$ cat src/rtl/chart_note_sequencer.sv
// Chart player: walks a beatmap in a synchronous ROM and raises {ka, do} note requests
// on the frame tick at which each entry becomes due.
module chart_note_sequencer #(
    parameter int unsigned ADDR_W = 10,
    parameter bit          LOOP   = 1'b0
) (
    input  logic              clk,
    input  logic              rst,
    input  logic              vsync,
    input  logic              start,
    input  logic              pause,
    output logic [ADDR_W-1:0] chart_addr,
    input  logic [15:0]       chart_data,
    output logic [1:0]        request,
    output logic              busy,
    output logic              done,
    output logic [15:0]       note_idx
);

    typedef enum logic [2:0] {StIdle, StFetch, StLoad, StWait, StDone} state_e;

    localparam logic [ADDR_W-1:0] AddrMax = '1;

    state_e            state_q, state_d;
    logic [ADDR_W-1:0] addr_q, addr_d;
    logic [1:0]        req_q, req_d;
    logic [1:0]        req_pend_q, req_pend_d;
    logic [1:0]        mask_q, mask_d;
    logic [12:0]       cnt_q, cnt_d;
    logic              tick_pend_q, tick_pend_d;
    logic [15:0]       note_idx_q, note_idx_d;

    logic              tick;
    logic              emit;
    logic [1:0]        pop;
    logic [16:0]       note_sum;

    always_ff @(posedge clk or negedge rst) begin
        if (!rst) begin
            state_q     <= StIdle;
            addr_q      <= '0;
            req_q       <= 2'b00;
            req_pend_q  <= 2'b00;
            mask_q      <= 2'b00;
            cnt_q       <= '0;
            tick_pend_q <= 1'b0;
            note_idx_q  <= '0;
        end else begin
            state_q     <= state_d;
            addr_q      <= addr_d;
            req_q       <= req_d;
            req_pend_q  <= req_pend_d;
            mask_q      <= mask_d;
            cnt_q       <= cnt_d;
            tick_pend_q <= tick_pend_d;
            note_idx_q  <= note_idx_d;
        end
    end

    always_comb begin
        state_d     = state_q;
        addr_d      = addr_q;
        req_d       = req_q;
        req_pend_d  = req_pend_q;
        mask_d      = mask_q;
        cnt_d       = cnt_q;
        tick_pend_d = tick_pend_q;
        note_idx_d  = note_idx_q;
        tick        = 1'b0;
        emit        = 1'b0;
        pop         = {1'b0, mask_q[1]} + {1'b0, mask_q[0]};
        note_sum    = {1'b0, note_idx_q} + {15'd0, pop};

        unique case (state_q)
            StFetch: begin
                if (vsync && !pause) tick_pend_d = 1'b1;
                state_d = StLoad;
            end
            StLoad: begin
                if (vsync && !pause) tick_pend_d = 1'b1;
                if (chart_data[15]) begin
                    if (LOOP) begin
                        addr_d  = '0;
                        state_d = StFetch;
                    end else begin
                        state_d = StDone;
                    end
                end else begin
                    mask_d  = chart_data[14:13];
                    cnt_d   = (chart_data[12:0] == 13'd0) ? 13'd1 : chart_data[12:0];
                    state_d = StWait;
                end
            end
            StWait: begin
                tick = (vsync | tick_pend_q) & ~pause;
                // A real vsync coinciding with a pending tick survives as the next pending tick.
                tick_pend_d = tick_pend_q & vsync & ~pause;
                if (tick) begin
                    if (cnt_q == 13'd1) begin
                        emit       = 1'b1;
                        note_idx_d = note_sum[16] ? 16'hFFFF : note_sum[15:0];
                        if (addr_q == AddrMax) begin
                            if (LOOP) begin
                                addr_d  = '0;
                                state_d = StFetch;
                            end else begin
                                state_d = StDone;
                            end
                        end else begin
                            addr_d  = addr_q + 1'b1;
                            state_d = StFetch;
                        end
                    end else begin
                        cnt_d = cnt_q - 13'd1;
                    end
                end
            end
            default: ;
        endcase

        // Requests only move on vsync; an emission from a pending tick waits for the next one.
        if (vsync) begin
            req_d      = (emit ? mask_q : 2'b00) | req_pend_q;
            req_pend_d = 2'b00;
        end else if (emit) begin
            req_pend_d = req_pend_q | mask_q;
        end

        if (start) begin
            state_d     = StFetch;
            addr_d      = '0;
            note_idx_d  = '0;
            req_d       = 2'b00;
            req_pend_d  = 2'b00;
            tick_pend_d = 1'b0;
            cnt_d       = '0;
        end
    end

    assign chart_addr = addr_q;
    assign request    = req_q;
    assign note_idx   = note_idx_q;
    assign busy       = (state_q == StFetch) || (state_q == StLoad) || (state_q == StWait);
    assign done       = (state_q == StDone);

endmodule
$ cat config.mk
export PLATFORM = sky130hd
export DESIGN_NAME = chart_note_sequencer
export DESIGN_NICKNAME = d
export VERILOG_FILES = /design/src/rtl/chart_note_sequencer.sv
export SDC_FILE = /design/constraint.sdc
export NUM_CORES = 1
export LEC_CHECK = 0
export CAP_MARGIN = 20
export CELL_PAD_IN_SITES_DETAIL_PLACEMENT = 0
export CELL_PAD_IN_SITES_GLOBAL_PLACEMENT = 2
export CORE_ASPECT_RATIO = 1.4
export CORE_MARGIN = 4
export CORE_UTILIZATION = 36
export CTS_BUF_LIST = sky130_fd_sc_hd__clkbuf_4 sky130_fd_sc_hd__clkbuf_8
export CTS_CLUSTER_SIZE = 10
export DETAILED_ROUTE_END_ITERATION = 6
export HOLD_SLACK_MARGIN = 0.03
export PLACE_DENSITY = 0.94
export SYNTH_ARGS = -nofsm -noshare
export SYNTH_HDL_FRONTEND = slang
export SYNTH_SLANG_ARGS = --single-unit
$ cat constraint.sdc
create_clock -name clk -period 5.7 [get_ports clk]
set_input_delay 0.57 -clock clk [delete_from_list [all_inputs] [get_ports clk]]
set_output_delay 0.57 -clock clk [all_outputs]
set_load 0.05 [all_outputs]
==> run_results.csv, run 1 <==
group,metric,value,unit
cts,clk_latency,290,ps
grt,grt_pass1_wl,11900,um
synthesis,ys.flop_type,"dfrtp_1",
power,p_sw,301,uW
power,power_leakage,1.39,nW
cts,cts-buffers-inserted,5,
critical_path,path_class,"input pin to flop",
detailed_routing,antenna_left,0,
power,pwr_density_cell,243,nW/um^2
critical_path,cp-start-kind,"input pin",
cts,cts_root_buf,"clkbuf_8",
die,core_region_area,7890,sq um
synthesis,yosysWarnings,0,
power,clkPwrFrac,25.5,%
critical_path,path_cells,"clkdlybuf4s50_1 > o21ba_2 > nand2_1 > nor2_2 > and2_1 > a311oi_1",
place,finalWeightedCongestion,0.792,
synthesis,async_flop_share,100,%
synthesis,syn-num-nets,350,
synthesis,synth.distinct_cells,59,
sta,fmax,365,MHz
synthesis,syn_avg_cell_area,9.16,sq um
die,chipWidth,84.7,um
cts,cts_resized,0,
detailed_routing,vias,2594,
worst_hold_path,hold_class,"input pin to async pin",
cells_and_area,final_net_count,389,
detailed_routing,firstDrtPassIters,4,
sta,setup_tns,0,ps
power,share_seq_of_total_power,46.2,%
synthesis,yosysTopAreaCell,"dfrtp_1",
grt,grt_max_degree,50,
grt,grt_pass1_vias,2491,
synthesis,synth_top_cell_area_share,41.3,%
cells_and_area,drive_above_1_share,9.62,%
critical_path,critPathTopFamily,"simple AND/OR/NAND/NOR gates",
cts,cts_hold_buf,0,
status,outcome,"completed",
grt,antenna_found_initial,0,
sta,skew,8.33,ps
run,max_cap_viol_count,0,
die,die_y,115,um
sta,slew_headroom,41.3,%
sta,finalHoldViolCount,0,
synthesis,ys_top_cells_by_area,"dfrtp_1, nor2_1, o21ai_0",
power,swShare,34.4,%
critical_path,cp.required,5860,ps
synthesis,synth_commonest_cells,"dfrtp_1, nor2_1, o21ai_0, a21oi_1, nand2_1",
sta,tightestPinTransition,878,ps
cells_and_area,diodes,0,
sta,min_period_over_period,48.1,%
cells_and_area,instances_no_fill,464,
synthesis,synth_most_common_cell,"dfrtp_1",
die,die-area,9780,sq um
cts,clock_path_buffers,2,
cts,h-tree-depth,2,
place,postPlaceCellArea,3500,sq um
power,irDropWorstVdd,123,uV
detailed_routing,drt_iter0_markers,85,
synthesis,ys_seq_elements,49,
cells_and_area,nFillCells,820,
critical_path,worst_setup_path_end_kind,"flop",
place,preCtsSetupSlack,2650,ps
synthesis,synth_edf_count,0,
place,dp_hpwl,5120,um
die,start_util,37.6,%
power,internal_power,573,uW
synthesis,yosysSeqAreaShare,41.3,%
critical_path,crit_arrival,2910,ps
cells_and_area,final_util,45.7,%
critical_path,slowest_delay,640,ps
cts,cts_tree,"built",
critical_path,cp_slowest_cell,"clkdlybuf4s50_1",
cts,postCtsSetupBuffers,0,
sta,min_period,2740,ps
sta,setup_violations,0,
place,portBuffers,50,
detailed_routing,drc,0,
cts,clock_sinks,49,
die,ios,51,
cells_and_area,stdcell_area,3600,sq um
sta,worst_slack,2960,ps
cells_and_area,synthToLayoutAreaGrowth,21.5,%
critical_path,path_max_fanout,14,
power,power_frac_comb,28.3,%
cts,clk_pin_slew_worst_paths,90,ps
synthesis,synthesis.area,2970,sq um
grt,gr-total-overflow,0,
detailed_routing,wire_per_inst,15.6,um
synthesis,syn_inst,324,
die,floorplan.rows,38,
sta,slew_violations,0,
detailed_routing,via_per_inst,5.59,
grt,grt_use_total,14.9,%
sta,rsz0062_at_grt,"no",
critical_path,worst-path-buf-inv,1,
place,dp_cells,456,
detailed_routing,routed_wl,7240,um
==> through the flow <==
step	hold slack, ps	power [mW]
floorplan	274	0.587
global placement	493	0.655
detailed placement	516	0.657
CTS	407	0.882
global route	433	0.932
finish	384	0.874
==> per-layer routing <==
metal | up-vias | track usage (%) | part of all wire (%)
met4 | 0 | 3.17 | 0.55
met5 | - | 0 | 0
met3 | 4 | 2.56 | 4.6
met1 | 1254 | 17.8 | 43
met2 | 60 | 27.9 | 52
li1 | 1276 | - | -
==> worst register-to-register path, cell delays in order (launching register included) <==
cell      delay (ps)
dfrtp_1          520
and3b_1          460
nand2_1          490
nor2_2           610
and2_1           380
a311oi_1         140
==> sequential cells by signal, summed over array words and instances (netlist names) <==
name / cells
mask_q: 2
note_idx: 16
cnt_q: 13
state_q: 3
tick_pend_q: 1
chart_addr: 10
req_pend_q: 2
request: 2
==> area by class of cell <==
type                            count  area [sq um]  share of cell area, %
Multi-Input combinational cell    247          1610                   44.7
Clock inverter                      1          5.00                  0.139
Timing Repair Buffer               52           510                   14.2
Sequential cell                    49          1230                   34.0
Inverter                            8          30.0                  0.833
Clock buffer                        7          96.3                   2.67
Tap cell                          100           125                   3.47
==> final timing paths <==
path / from / end / slack (ps) / cells past startpoint
setup reg to reg: state_q[0] / note_idx[11] / 2960 / 5
hold reg to reg: cnt_q[12] / cnt_q[12] / 540 / 2
max in group asynchronous: rst / request[0] / 4880 / 2
setup / recovery: vsync / note_idx[11] / 2960 / 6
min in group clk: cnt_q[12] / cnt_q[12] / 540 / 2
hold / removal: rst / cnt_q[10] / 380 / 2
==> power groups by stage <==
stage	Combinational, mW	Sequential, mW	Clock (mW)
finish	0.247	0.404	0.223
global route	0.278	0.410	0.244
CTS	0.247	0.404	0.230
global placement	0.245	0.410	0
floorplan	0.189	0.398	0
detailed placement	0.246	0.411	0
==> kinds of logic (layout without fill, tap and decap cells) <==
logic type,Yosys count,count (layout),share of synthesized area [%]
buffers and inverters,28,68,4.39
and+or+nand+nor,137,137,28.1
DFF,49,49,41.3
AOI/OAI and AO/OA,93,93,20.1
adders and majority gates,5,5,2.36
xor gates and xnor gates,9,9,2.66
muxes,3,3,1.05
==> layout by cell type, fill, tap and decap left out, types with 9 or more instances in the layout <==
cell type,count
a21oi_1,21
clkdlybuf4s50_1,49
dfrtp_1,49
nand2_1,19
nand3_1,11
nor2_1,39
nor3_1,11
o21ai_0,27
xnor2_1,9
Note: power is estimated with default switching activity, not from simulation.
==> inputs of run 2 (changes only) <==
- CORE_UTILIZATION: 36 -> 34
- PLACE_DENSITY: 0.94 -> 0.9
- clock period: 5.7 -> 2.83 ns (I/O delays scaled with it)
==> run_results.csv, run 2 (synthesis gave the netlist of run 1 again) <==
group,metric,value,unit
status,outcome,"completed",
place,postPlaceCellArea,3580,sq um
cells_and_area,seqCellArea,1230,sq um
grt,grt_pass1_vias,2719,
power,irDropWorstVdd,202,uV
detailed_routing,drt_iter0_markers,110,
sta,min_period,2620,ps
sta,rsz0062_at_grt,"no",
critical_path,crit_arrival,2840,ps
cells_and_area,largest_reg_flops,16,
cells_and_area,final_cell_mix,"dfrtp_1, clkdlybuf4s50_1, nor2_1",
cts,cts_tree,"built",
cts,clk_latency,310,ps
detailed_routing,vias,2660,
place,finalWeightedCongestion,0.793,
cts,cts_hold_buf,0,
die,die-area,10300,sq um
detailed_routing,antenna_left,0,
place,dp_hpwl,5540,um
critical_path,cp.required,3050,ps
cells_and_area,final_net_count,398,
grt,grt_max_degree,34,
sta,fmax,382,MHz
place,preCtsSetupSlack,226,ps
cts,clk_pin_slew_worst_paths,100,ps
power,pwr_density_cell,487,nW/um^2
grt,gr-total-overflow,0,
die,die_y,119,um
die,floorplan.rows,40,
sta,min_period_over_period,92.5,%
critical_path,path_class,"flop to flop",
place,portBuffers,50,
cts,clock_path_buffers,2,
sta,setup_tns,0,ps
grt,antenna_found_initial,0,
cells_and_area,synthToLayoutAreaGrowth,24.0,%
detailed_routing,wire_per_inst,15.8,um
cells_and_area,instances_no_fill,478,
cells_and_area,multi_input_area,1610,sq um
cts,cts-buffers-inserted,5,
die,ios,51,
grt,grt_use_total,15.4,%
cells_and_area,drive_above_1_share,11.8,%
sta,setup_violations,0,
cells_and_area,nFillCells,874,
detailed_routing,drc,0,
place,dp_cells,470,
cts,clock_sinks,49,
detailed_routing,firstDrtPassIters,4,
worst_hold_path,hold_class,"input pin to async pin",
sta,slew_headroom,48.1,%
critical_path,worst_setup_path_end_kind,"flop",
power,power_leakage,1.44,nW
cts,cts_root_buf,"clkbuf_8",
sta,tightestPinTransition,778,ps
die,core_region_area,8560,sq um
sta,worst_slack,211,ps
die,chipWidth,86.9,um
grt,grt_pass1_wl,12900,um
critical_path,cp-start-kind,"flop",
detailed_routing,routed_wl,7570,um
sta,skew,13.4,ps
cts,postCtsSetupBuffers,0,
sta,slew_violations,0,
cts,cts_resized,0,
sta,finalHoldViolCount,0,
run,max_cap_viol_count,0,
critical_path,path_max_fanout,8,
cts,h-tree-depth,2,
cells_and_area,diodes,0,
cells_and_area,stdcell_area,3680,sq um
detailed_routing,via_per_inst,5.56,
die,start_util,34.7,%
run 2: path summary, 6_finish.rpt:
kind	startpoint	endpoint	slack, ps	cells past startpoint
worst max-delay path	note_idx[0]	note_idx[1]	210	9
worst max register to register	note_idx[0]	note_idx[1]	210	9
max in group asynchronous	rst	req_pend_q[1]	2130	2
worst min-delay path	rst	note_idx[5]	50	1
min in group clk	cnt_q[12]	cnt_q[12]	520	2
worst min register to register	cnt_q[12]	cnt_q[12]	520	2
run 2: area by class of cell:
class / instances / area share [%]
sequential: 49 / 33.3
tap: 105 / 3.57
inverter: 8 / 0.817
clock inverter: 1 / 0.136
timing repair buffer: 61 / 15.7
clock buffer: 7 / 2.62
multi-input combinational: 247 / 43.8
run 2: critical path, cell delays in order, from the launching register on:
cell	delay, ps
dfrtp_1	360
inv_1	80
fa_1	440
inv_1	90
ha_1	170
and3_1	280
nand3_4	140
or2_0	360
and2_1	310
a211oi_1	290
run 2: through the flow:
step | hold slack [ps] | utilization [%] | total power, mW
2_1_floorplan | -12.6 | - | 1.18
3_3_place_gp | 421 | 41.8 | 1.34
3_5_place_dp | 412 | 41.8 | 1.34
4_1_cts | 62.3 | 43.0 | 1.82
5_1_grt | 107 | 43.0 | 1.91
6_report | 48.4 | 43.0 | 1.79
run 2: per-layer routing:
metal	wire, um	track usage, %
met5	0	0
met1	3270	18.8
met3	278	2.37
met4	90	4.48
met2	3930	27.2
run 2: power by group:
group | internal [mW] | total, mW | leakage [nW] | switching, mW
Sequential | 0.748 | 0.812 | 0.672 | 0.0638
Combinational | 0.198 | 0.516 | 0.712 | 0.319
Clock | 0.222 | 0.464 | 0.0542 | 0.242
==> inputs of run 3 (changes only) <==
- CORE_ASPECT_RATIO: 1.4 -> 0.9
- SLEW_MARGIN: unset -> 20
==> run_results.csv, run 3 (synthesis gave the netlist of run 1 again) <==
group,metric,value,unit
grt,grt_max_degree,50,
cts,clock_sinks,49,
power,irDropWorstVdd,234,uV
cts,cts_root_buf,"clkbuf_8",
place,dp_hpwl,5290,um
cells_and_area,nFillCells,847,
grt,grt_use_total,14.5,%
die,chipWidth,106,um
sta,setup_violations,0,
power,share_seq_of_total_power,43.8,%
grt,antenna_found_initial,0,
cells_and_area,final_cell_mix,"dfrtp_1, clkdlybuf4s50_1, nor2_1",
cts,h-tree-depth,2,
detailed_routing,drc,0,
status,outcome,"completed",
worst_hold_path,hold_class,"input pin to async pin",
cells_and_area,synthToLayoutAreaGrowth,25.4,%
detailed_routing,drt_iter0_markers,79,
sta,finalHoldViolCount,0,
power,internal_power,1.24,mW
sta,min_period_over_period,92.6,%
critical_path,cp.required,3040,ps
power,clkPwrFrac,28.5,%
power,pwr_density_cell,499,nW/um^2
power,power_frac_comb,27.7,%
die,die-area,10300,sq um
critical_path,worst_setup_path_end_kind,"flop",
critical_path,path_cells,"inv_1 > fa_1 > inv_1 > ha_1 > and3_1 > nand3_4 > or2_0 > and2_1 > a311oi_1",
sta,tightestPinTransition,735,ps
cts,clk_pin_slew_worst_paths,100,ps
grt,grt_pass1_vias,2539,
critical_path,critPathTopFamily,"simple AND/OR/NAND/NOR gates",
sta,setup_tns,0,ps
critical_path,cp_slowest_cell,"fa_1",
detailed_routing,routed_wl,7440,um
detailed_routing,antenna_left,0,
cts,cts-buffers-inserted,5,
die,start_util,34.8,%
cts,postCtsSetupBuffers,0,
sta,fmax,382,MHz
cts,cts_tree,"built",
run,max_cap_viol_count,0,
cells_and_area,diodes,0,
sta,slew_violations,0,
die,ios,51,
sta,rsz0062_at_grt,"no",
cells_and_area,final_net_count,399,
cells_and_area,drive_above_1_share,12.0,%
critical_path,crit_arrival,2830,ps
die,die_y,96.6,um
place,portBuffers,50,
power,power_leakage,1.45,nW
grt,grt_pass1_wl,12300,um
cts,clock_path_buffers,2,
critical_path,worst-path-buf-inv,2,
critical_path,cp_common_cell,"inv_1",
critical_path,slowest_delay,450,ps
critical_path,cp-start-kind,"flop",
place,finalWeightedCongestion,0.793,
grt,gr-total-overflow,0,
critical_path,path_class,"flop to flop",
sta,min_period,2620,ps
critical_path,path_max_fanout,8,
sta,skew,11.5,ps
detailed_routing,vias,2625,
cts,cts_resized,0,
cts,cts_hold_buf,0,
power,p_sw,622,uW
cells_and_area,instances_no_fill,493,
die,core_region_area,8530,sq um
detailed_routing,wire_per_inst,15.1,um
cells_and_area,largest_reg_flops,16,
power,swShare,33.5,%
sta,slew_headroom,50.6,%
place,dp_cells,485,
die,floorplan.rows,32,
detailed_routing,firstDrtPassIters,4,
detailed_routing,via_per_inst,5.32,
cts,clk_latency,310,ps
## run 3: cell types whose count changed in the layout (fill, tap and decap cells not counted), sizes merged
cell / delta
buf: +1
bufinv: +1
clkbuf: -1
clkinv: -1
clkinvlp: +1
## run 3: final timing paths
check                                 start      endpoint  slack, ps  cells past startpoint
worst max-delay path            note_idx[0]  note_idx[13]        210                      9
worst min-delay path                    rst  note_idx[10]         80                      2
worst max register to register  note_idx[0]  note_idx[13]        210                      9
worst min register to register    cnt_q[12]     cnt_q[12]        520                      2
max in group asynchronous               rst      cnt_q[2]       2330                      2
min in group clk                  cnt_q[12]     cnt_q[12]        520                      2
## run 3: worst register-to-register path: stages, from the launching register on
cell	delay (ps)
dfrtp_1	350
inv_1	70
fa_1	450
inv_1	90
ha_1	170
and3_1	280
nand3_4	140
or2_0	360
and2_1	310
a311oi_1	300
## run 3: final cells by class
| cell class | instances | area (sq um) | share of cell area, % |
|---|---|---|---|
| multi-input combinational | 247 | 1610 | 43.3 |
| sequential | 49 | 1230 | 33.0 |
| timing repair buffer | 62 | 586 | 15.7 |
| tap | 119 | 149 | 4.00 |
| clock buffer | 6 | 82.6 | 2.22 |
| clock inverter | 2 | 37.5 | 1.01 |
| inverter | 8 | 30.0 | 0.807 |
## run 3: per-stage QoR
stage	setup slack (ps)	total power [mW]	cell area, sq um	hold slack, ps	utilization, %
5_1_grt	29.7	1.97	3720	133	43.6
4_1_cts	196	1.88	3720	105	43.6
2_1_floorplan	66.7	1.18	2970	-12.6	-
3_5_place_dp	243	1.34	3600	440	42.2
3_3_place_gp	324	1.34	3600	435	42.2
6_report	211	1.86	3720	77.6	43.6
## run 3: routing by layer
layer / track usage (%) / up-vias / wire, um
li1: - / 1294 / -
met1: 19.8 / 1282 / 3550
met2: 23.6 / 39 / 3580
met3: 2.27 / 10 / 202
met4: 4.52 / 0 / 103
met5: 0 / - / 0
## run 3: power by group through the flow
stage               registers [mW]  clock network [mW]  logic [mW]
floorplan                    0.802                   0       0.380
global placement             0.823                   0       0.513
detailed placement           0.826                   0       0.517
CTS                          0.812               0.553       0.520
global route                 0.822               0.575       0.577
finish                       0.813               0.530       0.515
==> RTL edit 1, RTL diff (config.mk and constraints of run 3) <==
Encoding of `state_e`: now one-hot (5 bits for 5 states).
--- a/src/rtl/chart_note_sequencer.sv
+++ b/src/rtl/chart_note_sequencer.sv
@@ -17,7 +17,7 @@
     output logic [15:0]       note_idx
 );
 
-    typedef enum logic [2:0] {StIdle, StFetch, StLoad, StWait, StDone} state_e;
+    typedef enum logic [4:0] {StIdle = 5'b00001, StFetch = 5'b00010, StLoad = 5'b00100, StWait = 5'b01000, StDone = 5'b10000} state_e;
 
     localparam logic [ADDR_W-1:0] AddrMax = '1;
 
Behaviour: no difference found for any inputs over 10 cycles, from zero or initial values and one cycle with rst low; not proved beyond that.
==> RTL edit 1 against run 3 <==
Power shrank 6.3%. Worst hold slack better by 0.40 ns. First-iteration DRC count increased by 80%. Setup slack better by 0.054 ns. Wire length increased by 8.9%. Area after synthesis decreased by 0.67%. Cell area grew 0.27%. Core utilization up 1.5 points. Highest routed layer unchanged. Sequential cell count up 2. Critical path depth is 6 lower.
==> RTL edit 1: results <==
[synth]
synth-seq-area-share_pct = 43.4
synthTopCellsByArea = "dfrtp_1 42%, a21oi_1 4.8%, nand2_1 3.6%"
avgSynthCellArea_sq_um = 9.07
synth_fp_nets = 351

[routing]
initialDrtViolationCount = 142
wl_per_cell_um = 16.3
num_vias = 2759

[place]
dp_hpwl_um = 5780
routabilityCongestion = 0.793
placed_cells = 489
dpl_cell_area_sq_um = 3630

[sta]
slew_headroom_pct = 56.8
fin_skew_ns = 0.00365

[setup_path]
crit_slowest_cell = "clkdlybuf4s50_1"
path_max_fanout = 6
reg2reg_to = "note_idx[5]"
critPathMaxStageDelay_ns = 0.83
critical-path-top-delay-family = "buffers and inverters"
rrSetupSlack_ns = 0.38
worstSetupStartpoint = "state_q[1]"
endpoint = "done"
arrival_ns = 2.28

[global_route]
grt_pass1_wl_um = 13200
grt_util_all_layers_pct = 16.2
grt_max_degree = 31
first_global_vias = 2550

[run_status]
status = "completed"

[finish]
nets = 408

[power]
ir_worst_vdd_v = 0.000244
## RTL edit 1: changes by cell type after synthesis, moves of 8 or more
cell / before / now
nand2_1: 19 / 28
nor2_1: 39 / 20
nor4_2: 8 / 0
o21ai_0: 27 / 17
or4_1: 1 / 9
xnor2_1: 9 / 0
## RTL edit 1: repair_timing
action	4_1_cts	5_1_grt
hold buffers	1	0
setup endpoints to repair	0	0
hold endpoints to repair	21	0
## RTL edit 1: metal layers
metal	vias up	global-route usage (%)	wire length, um
li1	1349	-	-
met1	1340	23.7	4100
met2	62	24.2	3480
met3	8	3.49	428
met4	0	4.53	80
met5	-	0	0
## RTL edit 1: metrics by stage
step	power, uW	util (%)	worst slack, ns
floorplan	1150	-	0.291
global placement	1300	43.9	0.479
detailed placement	1310	43.9	0.403
CTS	1760	45.2	0.252
global route	1850	45.2	0.129
finish	1740	45.2	0.265
## RTL edit 1: how the worst min path moves through the flow
stage,end,slack [ns],cells after the start
detailed placement,cnt_q[6],0.30,1
global route,note_idx[9],0.52,2
global placement,cnt_q[6],0.30,1
floorplan,chart_addr[0],-0.01,0
CTS,note_idx[9],0.49,2
finish,cnt_q[6],0.47,2
## RTL edit 1: final cells by class
class / count / area [sq um] / area share [%]
Inverter: 15 / 56.3 / 1.51
Clock buffer: 6 / 76.3 / 2.05
Timing Repair Buffer: 64 / 603 / 16.2
Clock inverter: 2 / 16.3 / 0.436
Sequential cell: 51 / 1280 / 34.2
Tap cell: 115 / 144 / 3.86
Multi-Input combinational cell: 245 / 1560 / 41.8
## RTL edit 1: kinds of logic after synthesis
family	after synthesis	share of synthesized area [%]
AO/OA/AOI/OAI	99	22.4
XOR/XNOR	2	0.595
flip-flops	51	43.4
multiplexers	6	2.12
buffers and inverters	29	3.78
AND/OR/NAND/NOR	133	25.4
adder cells (fa/ha/maj)	5	2.38
## RTL edit 1: where the power goes
group          switching, uW  internal [uW]  total [uW]
clock network            262            188         450
registers               55.7            778         834
logic                    270            187         457
==> RTL edit 2, RTL diff (settings of run 3) <==
Made on the original files. The parameter `ADDR_W` goes from 10 to 9.
--- a/src/rtl/chart_note_sequencer.sv
+++ b/src/rtl/chart_note_sequencer.sv
@@ -1,7 +1,7 @@
 // Chart player: walks a beatmap in a synchronous ROM and raises {ka, do} note requests
 // on the frame tick at which each entry becomes due.
 module chart_note_sequencer #(
-    parameter int unsigned ADDR_W = 10,
+    parameter int unsigned ADDR_W = 9,
     parameter bit          LOOP   = 1'b0
 ) (
     input  logic              clk,
Interface: changed (resized chart_addr); port bits go from 51 to 50. No check against the original RTL was run, so the function may have changed too.
==> RTL edit 2 against run 3 <==
Area after synthesis decreased by 3.6%. Final cell count fell by 3.4%. Clock skew decreased by 0.0019 ns. Wire length is 1.1% lower. Sequential cell count decreased by 1. Power shrank 17%. Critical path depth is 1 lower. Cell area shrank 3.7%. Global-route usage increased by 1.0 points. Via count is 0.38% lower. Setup slack improved by 0.098 ns. Clock power decreased by 16%.
==> RTL edit 2: results <==
[run_status]
status = "completed"

[finish]
layout-drive-gt1-share_pct = 9.28
fin_cells = 476
nets = 403

[power]
netSwitchingFraction_pct = 31.4
ir_worst_vdd_v = 0.000173
p_leak_uw = 0.00147

[sta]
worst_pin_slew_ns = 0.631
whs_ns = 0.0583
min_period_over_period_pct = 89.1
fin_skew_ns = 0.00969

[synth]
synth-seq-area-share_pct = 42.0
yosys-top-cells-count = "48 x dfrtp_1, 36 x nor2_1, 31 x a21oi_1"
synthAdderAreaFrac_pct = 2.89
synth-compound-area-share_pct = 20.1
synth_fp_nets = 355
avgSynthCellArea_sq_um = 8.72
synthMuxAreaShare_pct = 1.84
synthDistinctLibCells = 58
async_reset_ff_share_pct = 100
synthTopCellsByArea = "dfrtp_1 42%, a21oi_1 5.4%, nor2_1 4.7%"
synthXorXnorAreaFrac_pct = 0.919

[global_route]
grtUsageMet1_pct = 22.3
grt_util_all_layers_pct = 15.5
first_global_vias = 2553
grt_max_degree = 49
grt_util_met3_pct = 2.64
met2_usage_pct = 24.7
grt_pass1_wl_um = 12600

[routing]
vias_per_cell = 5.49
dr_wl_met2_um = 3370
m1WireLength_um = 3710
wl_um = 7360
route.met3.wl_um = 219

[place]
pre_cts_ws_ns = 0.303
io_buffers = 49
routabilityCongestion = 0.855
placed_cells = 468
dpl_cell_area_sq_um = 3490
dp_hpwl_um = 5230

[setup_path]
path_max_fanout = 14
critical-path-top-delay-family = "simple AND/OR/NAND/NOR gates"
rrSetupSlack_ns = 0.31
r2r_start = "cnt_q[1]"
arrival_ns = 2.72
critPathMaxStageDelay_ns = 0.63
reg2reg_to = "cnt_q[3]"
-- RTL edit 2: cell count changes after synthesis, moves of 4 or more --
cell,before,now
a211oi_1,8,4
a21oi_1,21,31
a22o_1,0,6
a311oi_1,6,1
and4_1,2,6
buf_2,7,3
nand2_1,19,26
nor2b_1,1,5
nor3_1,11,25
nor4_2,8,3
o21ai_0,27,10
o21ai_1,5,9
xnor2_1,9,1
-- RTL edit 2: cell type report --
class                           count  area (sq um)
Clock buffer                        6          82.6
Sequential cell                    48          1200
Tap cell                           99           124
Multi-Input combinational cell    251          1530
Fill cell                         811          4520
Clock inverter                      2          13.8
Timing Repair Buffer               61           601
Inverter                            9          33.8
-- RTL edit 2: power by group through the flow --
stage                     combinational [uW]  clock [uW]  sequential, uW
final                                    356         444             745
after detailed placement                 358           0             758
after global routing                     399         490             751
after global placement                   358           0             758
after floorplan                          244           0             752
after CTS                                360         463             745
